[config.mk]
export PLATFORM = sky130hd
export DESIGN_NAME = uart_word_sender_flat
export DESIGN_NICKNAME = d
export VERILOG_FILES = /design/src/rtl/uart_word_sender_if.sv /design/src/rtl/uart_word_sender.sv /design/src/flat_wrapper.sv
export SDC_FILE = /design/constraint.sdc
export NUM_CORES = 1
export LEC_CHECK = 0
export CAP_MARGIN = 30
export CORE_AREA = 2 2 246 248
export DETAILED_ROUTE_END_ITERATION = 8
export DIE_AREA = 0 0 248 250
export SYNTH_ARGS = -nofsm -noshare
export SYNTH_HDL_FRONTEND = slang
export SYNTH_SLANG_ARGS = --single-unit
[constraint.sdc]
create_clock -name clk -period 5.2 [get_ports clk]
set_input_delay 1.04 -clock clk [delete_from_list [all_inputs] [get_ports clk]]
set_output_delay 1.04 -clock clk [all_outputs]
set_load 0.01 [all_outputs]
[src/rtl/uart_word_sender_if.sv]
// Write-side handshake into uart_word_sender: one 32-bit word or one byte per accepted request.
interface uart_word_sender_if;
   logic [31:0] wdata;
   logic        wsize;
   logic        wvalid;
   logic        wready;

   modport master (output wdata, output wsize, output wvalid, input wready);
   modport slave  (input wdata, input wsize, input wvalid, output wready);
endinterface

[src/rtl/uart_word_sender.sv]
// Queues 32-bit words or single bytes from the core and sends them as 8N1 UART frames,
// words MSB byte first, through a 16-entry FIFO and a built-in bit serializer.
module uart_word_sender #(
   parameter int CLK_PER_HALF_BIT = 434,
   parameter int FIFO_SIZE        = 4
) (
   input  logic              clk,
   input  logic              rst,
   uart_word_sender_if.slave wr,
   output logic              txd,
   output logic              busy
);

   localparam int DEPTH    = 1 << FIFO_SIZE;
   localparam int BIT_CLKS = 2 * CLK_PER_HALF_BIT;
   localparam int TW       = $clog2(BIT_CLKS);

   localparam logic [TW-1:0]      BIT_LAST   = TW'(BIT_CLKS - 1);
   localparam logic [FIFO_SIZE:0] FULL_COUNT = (FIFO_SIZE + 1)'(DEPTH);

   typedef enum logic [1:0] {
      S_IDLE,
      S_LOAD,
      S_SEND
   } seq_state_t;

   // FIFO storage and bookkeeping
   logic [32:0]          mem [DEPTH];
   logic [FIFO_SIZE-1:0] wr_ptr_reg;
   logic [FIFO_SIZE-1:0] rd_ptr_reg;
   logic [FIFO_SIZE:0]   count_reg;
   logic [FIFO_SIZE:0]   count_next;
   logic                 wready_reg;
   logic                 busy_reg;
   logic [32:0]          head;

   // byte sequencer
   seq_state_t           state_reg;
   logic [31:0]          hold_reg;
   logic [2:0]           bytes_left_reg;
   logic [7:0]           lane [4];
   logic [7:0]           cur_byte;

   // bit serializer
   logic [7:0]           ser_buf_reg;
   logic                 ser_pending_reg;
   logic                 ser_active_reg;
   logic [8:0]           shift_reg;
   logic [3:0]           bit_idx_reg;
   logic [TW-1:0]        timer_reg;
   logic                 txd_reg;

   logic                 push;
   logic                 pop;
   logic                 fifo_empty;
   logic                 bit_end;
   logic                 frame_last;
   logic                 ser_take;
   logic                 frame_end;
   logic                 last_done;
   logic                 go_idle;

   assign push       = wr.wvalid & wready_reg;
   assign fifo_empty = (count_reg == '0);
   assign head       = mem[rd_ptr_reg];

   assign bit_end    = ser_active_reg && (timer_reg == BIT_LAST);
   assign frame_last = bit_end && (bit_idx_reg == 4'd9);
   // A queued byte starts either from idle or exactly as the previous stop bit ends.
   assign ser_take   = ser_pending_reg && (!ser_active_reg || frame_last);
   assign frame_end  = frame_last && !ser_pending_reg;

   assign last_done  = (state_reg == S_SEND) && (bytes_left_reg == 3'd1) && frame_end;
   assign pop        = !fifo_empty && ((state_reg == S_IDLE) || last_done);
   assign go_idle    = fifo_empty && ((state_reg == S_IDLE) || last_done);

   assign count_next = count_reg + {{FIFO_SIZE{1'b0}}, push} - {{FIFO_SIZE{1'b0}}, pop};

   genvar gi;
   generate
      for (gi = 0; gi < 4; gi++) begin : g_lane
         assign lane[gi] = hold_reg[8*gi +: 8];
      end
   endgenerate

   // bytes_left doubles as the lane index: 4 -> bits 31:24 ... 1 -> bits 7:0
   assign cur_byte = lane[2'(bytes_left_reg - 3'd1)];

   assign wr.wready = wready_reg;
   assign txd       = txd_reg;
   assign busy      = busy_reg;

   always_ff @(posedge clk) begin
      if (push) begin
         mem[wr_ptr_reg] <= {wr.wsize, wr.wdata};
      end
   end

   always_ff @(posedge clk) begin
      if (rst) begin
         wr_ptr_reg <= '0;
         rd_ptr_reg <= '0;
         count_reg  <= '0;
         wready_reg <= 1'b0;
         busy_reg   <= 1'b0;
      end else begin
         if (push) begin
            wr_ptr_reg <= wr_ptr_reg + 1'b1;
         end
         if (pop) begin
            rd_ptr_reg <= rd_ptr_reg + 1'b1;
         end
         count_reg  <= count_next;
         // A pop this cycle cannot make room for a push until the next cycle.
         wready_reg <= (count_next != FULL_COUNT);
         busy_reg   <= !go_idle || (count_next != '0);
      end
   end

   always_ff @(posedge clk) begin
      if (rst) begin
         state_reg       <= S_IDLE;
         hold_reg        <= '0;
         bytes_left_reg  <= '0;
         ser_buf_reg     <= '0;
         ser_pending_reg <= 1'b0;
         ser_active_reg  <= 1'b0;
         shift_reg       <= '1;
         bit_idx_reg     <= '0;
         timer_reg       <= '0;
         txd_reg         <= 1'b1;
      end else begin
         if (ser_take) begin
            shift_reg       <= {1'b1, ser_buf_reg};
            txd_reg         <= 1'b0;
            bit_idx_reg     <= '0;
            timer_reg       <= '0;
            ser_active_reg  <= 1'b1;
            ser_pending_reg <= 1'b0;
         end else if (ser_active_reg) begin
            if (bit_end) begin
               timer_reg <= '0;
               if (bit_idx_reg == 4'd9) begin
                  ser_active_reg <= 1'b0;
               end else begin
                  txd_reg     <= shift_reg[0];
                  shift_reg   <= {1'b1, shift_reg[8:1]};
                  bit_idx_reg <= bit_idx_reg + 4'd1;
               end
            end else begin
               timer_reg <= timer_reg + 1'b1;
            end
         end

         case (state_reg)
            S_IDLE: begin
               if (pop) begin
                  state_reg <= S_LOAD;
               end
            end
            S_LOAD: begin
               ser_buf_reg     <= cur_byte;
               ser_pending_reg <= 1'b1;
               state_reg       <= S_SEND;
            end
            S_SEND: begin
               // Inner bytes are prefetched as soon as the serializer takes the
               // current one, so frames of a word follow with no idle gap.
               if (bytes_left_reg != 3'd1) begin
                  if (ser_take) begin
                     bytes_left_reg <= bytes_left_reg - 3'd1;
                     state_reg      <= S_LOAD;
                  end
               end else if (frame_end) begin
                  state_reg <= pop ? S_LOAD : S_IDLE;
               end
            end
            default: begin
               state_reg <= S_IDLE;
            end
         endcase

         if (pop) begin
            hold_reg       <= head[31:0];
            bytes_left_reg <= head[32] ? 3'd4 : 3'd1;
         end
      end
   end

endmodule

[src/flat_wrapper.sv]
// flat-port wrapper written by rule: the top's interface ports become plain ports
module uart_word_sender_flat 
#(
   parameter int CLK_PER_HALF_BIT = 434,
   parameter int FIFO_SIZE        = 4
)
  (clk, rst, txd, busy, wr_wdata, wr_wsize, wr_wvalid, wr_wready);
  uart_word_sender_if wr_i ();
  input  logic clk;
  input  logic rst;
  output logic txd;
  output logic busy;
  input wire logic [$bits(wr_i.wdata)-1:0] wr_wdata;
  input wire logic [$bits(wr_i.wsize)-1:0] wr_wsize;
  input wire logic [$bits(wr_i.wvalid)-1:0] wr_wvalid;
  output wire logic [$bits(wr_i.wready)-1:0] wr_wready;
  assign wr_i.wdata = wr_wdata;
  assign wr_i.wsize = wr_wsize;
  assign wr_i.wvalid = wr_wvalid;
  assign wr_wready = wr_i.wready;
  uart_word_sender #(.CLK_PER_HALF_BIT(CLK_PER_HALF_BIT), .FIFO_SIZE(FIFO_SIZE)) u_core (.clk(clk), .rst(rst), .wr(wr_i), .txd(txd), .busy(busy));
endmodule
==> impl_results.md <==
* ANT nets after route at 0
* CTS root buffer: clkbuf_16
* Final Hold Fails at 0
* Setup TNS at 0 ns
* Hold Path Class: reg2reg
* Number of synthesis warnings at 0
* Post-synth top cells: 528 x edfxtp_1, 138 x mux4_2, 89 x dfxtp_1
* Fraction of registers with async set/reset at 0%
* Synth Register Bits at 617
* Post-synthesis mux area share at 13.5%
* Yosys top cell by area: edfxtp_1
* Routed wire length per instance at 24.6 microns
* Met2 Wirelength at 25,000 microns
* Fin crit share at 68.6%
* Worst-path clk slew at 0.06 ns
* CTS Sinks at 617
* Multi-input logic area at 5660 sq um
* Worst Tran Pin Value at 0.998 ns
* XOR/XNOR share of the synthesized area at 0.708%
* FF/Latch Area at 17,600 sq um
* Drt first pass iters at 5
* FILL cells at 4,933
* Die area at 62,000 sq um
* Layout cells sized above 1 at 22.1%
* CTS tree: yes
* M1 wire length at 22,600 microns
* H-tree depth at 3
* Outcome: finished clean
* Main combinational cell family by area after synthesis: multiplexers
* Simple-Gate Fraction of Synth Area at 3.67%
* Die width at 248 microns
* Max-Cap Viols at 0
* Fmax at 0.280 GHz
* Leakage at 8.62 nW
* Clock skew at 0.0193 ns
* Synth top area cells: edfxtp_1 67%, mux4_2 13%, dfxtp_1 7.6%
* CTS Buffer Depth at 3
* Initial DRC Count at 1,047
* Min cycle time layout at 3.57 ns
* Starting Density at 39.5%
* Vias in the first global route at 11,900
* Grt ovf at 0
* Synth Area in Adders at 0.883%
* Post-Syn Nets at 1,271
* Distinct cell type count after synthesis at 56
* Sequential element share of the synthesized area at 75.0%
* Final design utilization at 45.9%
* Peak VDD IR at 0.317 mV
* P&R area growth vs syn at 16.2%
* DR WL met3 at 3570 microns
* Primary FF master, synth: edfxtp_1
* Worst Path Required at 5.66 ns
* Worst rel slew slack at 33.3%
* DP Wirelength at 32,500 microns
* Arr. time, crit path at 4.03 ns
* RePlAce Congestion at 0.783
* Avg Cell Area, Syn at 19.3 sq um
* Startpoint types: flip-flop
* Final net count at 1,341
* Routed wire length at 52,200 microns
* GRT Util Overall at 17.4%
* Mapped Cells at 1,219
* IO Port Bufs at 38
* Final setup vio count at 0
* Largest net degree at the start of global routing at 54
* Num CTS Buffers at 67
* Slew Viols, Final at 0
* Std cell rows at 90
* Post-cts resize count at 0
* DRC at 0
* Antenna violations before repair at 1
* Routed vias at 11,700
* # Post-CTS Setup Buffers at 0
* Most common cell in the netlist: edfxtp_1
* Critical path fanouts, max at 14
* Io pins at 39
* PD cells at 496 nW/um^2
* Setup CP Type: reg2reg
* Cell area after synthesis at 23,500 sq um
* Synth Area in Compound Gates at 4.77%
* First-pass GRT wire length at 78,400 microns
* Max reg flops at 528
* EDFF count, synth at 528
* Vias per cell at 5.50
* Die extent in y at 250 microns
* Unrepaired setup endpoints after global routing: no
* Area share of the largest cell type after synthesis at 67.4%
* Core area at 59,600 sq um
* Top sig layer: met5
* Clock latency on the worst-skew pair at 0.60 ns
* Crit. End Element: flip-flop
* Cts hold-fix bufs at 0
* Antenna fix cells at 0
cell type report:
type                    count  share of cell area, %
repair buffers             73                   2.76
multi-input cells         517                   20.7
flip-flops and latches    617                   64.6
clock buffers              87                   6.79
well taps                 782                   3.58
inverters                  13                  0.179
clock inverters            34                   1.40
placed cells by master, fill, tap and decap left out, types with 15 or more instances in the layout:
cell type,instances
a21oi_1,23
nor2_1,40
dfxtp_1,87
clkbuf_16,69
ha_1,15
nand2_1,69
o22ai_1,33
buf_4,28
mux4_2,138
a22o_1,32
a221oi_1,34
clkdlybuf4s50_1,38
edfxtp_1,528
through the flow:
| stage | total power, mW | instance area, sq um | setup slack, ns | hold slack (ns) | std cells |
|---|---|---|---|---|---|
| floorplan | 7.95 | 23500 | 0.864 | 0.437 | 1219 |
| global placement | 8.88 | 24900 | 1.44 | 0.444 | 1996 |
| detailed placement | 8.92 | 25100 | 1.42 | 0.448 | 2002 |
| CTS | 13.7 | 27300 | 1.61 | 0.457 | 2123 |
| global route | 14.1 | 27300 | 1.31 | 0.490 | 2123 |
| finish | 13.6 | 27300 | 1.63 | 0.454 | 2123 |
final timing paths:
path / from / endpoint / slack, ns / cells after the start
max: u_core.bytes_left_reg[0]$_SDFFE_PP0P_ / u_core.busy$_SDFF_PP0_ / 1.63 / 13
min: u_core.ser_buf_reg[6]$_SDFFE_PP0P_ / u_core.ser_buf_reg[6]$_SDFFE_PP0P_ / 0.45 / 2
max reg2reg: u_core.bytes_left_reg[0]$_SDFFE_PP0P_ / u_core.busy$_SDFF_PP0_ / 1.63 / 13
min reg2reg: u_core.ser_buf_reg[6]$_SDFFE_PP0P_ / u_core.ser_buf_reg[6]$_SDFFE_PP0P_ / 0.45 / 2
critical path, stage by stage, from the launching register on:
cell	delay, ns
dfxtp_1	0.67
ha_1	0.23
nor2b_1	0.29
nand4b_1	0.19
o21a_1	0.37
o21ai_0	0.21
nand2_1	0.08
ha_1	0.21
fa_1	0.45
a21oi_1	0.15
o21bai_1	0.08
xnor2_1	0.15
nor4b_1	0.24
a21oi_1	0.10
per-layer routing:
layer,global-route usage [%],up-vias
met3,4.42,74
met5,0,-
met4,4.41,2
met1,24.4,6109
met2,27.1,344
li1,-,5154
kinds of logic after synthesis:
| family | count (synthesis) |
|---|---|
| flip-flops | 617 |
| AND/OR/NAND/NOR | 186 |
| AO/OA/AOI/OAI | 152 |
| multiplexers | 144 |
| buffers and inverters | 85 |
| XOR/XNOR | 19 |
| adder cells (fa/ha/maj) | 16 |
power by group:
group          switching, mW  internal, mW  total (mW)  leakage, nW
Clock                   1.90          2.88        4.78         1.09
Combinational           1.50          1.31        2.81         2.04
Sequential             0.301          5.67        5.97         5.49
Total                   3.70          9.86        13.6         8.62
Power figures use the tool's default switching activity.
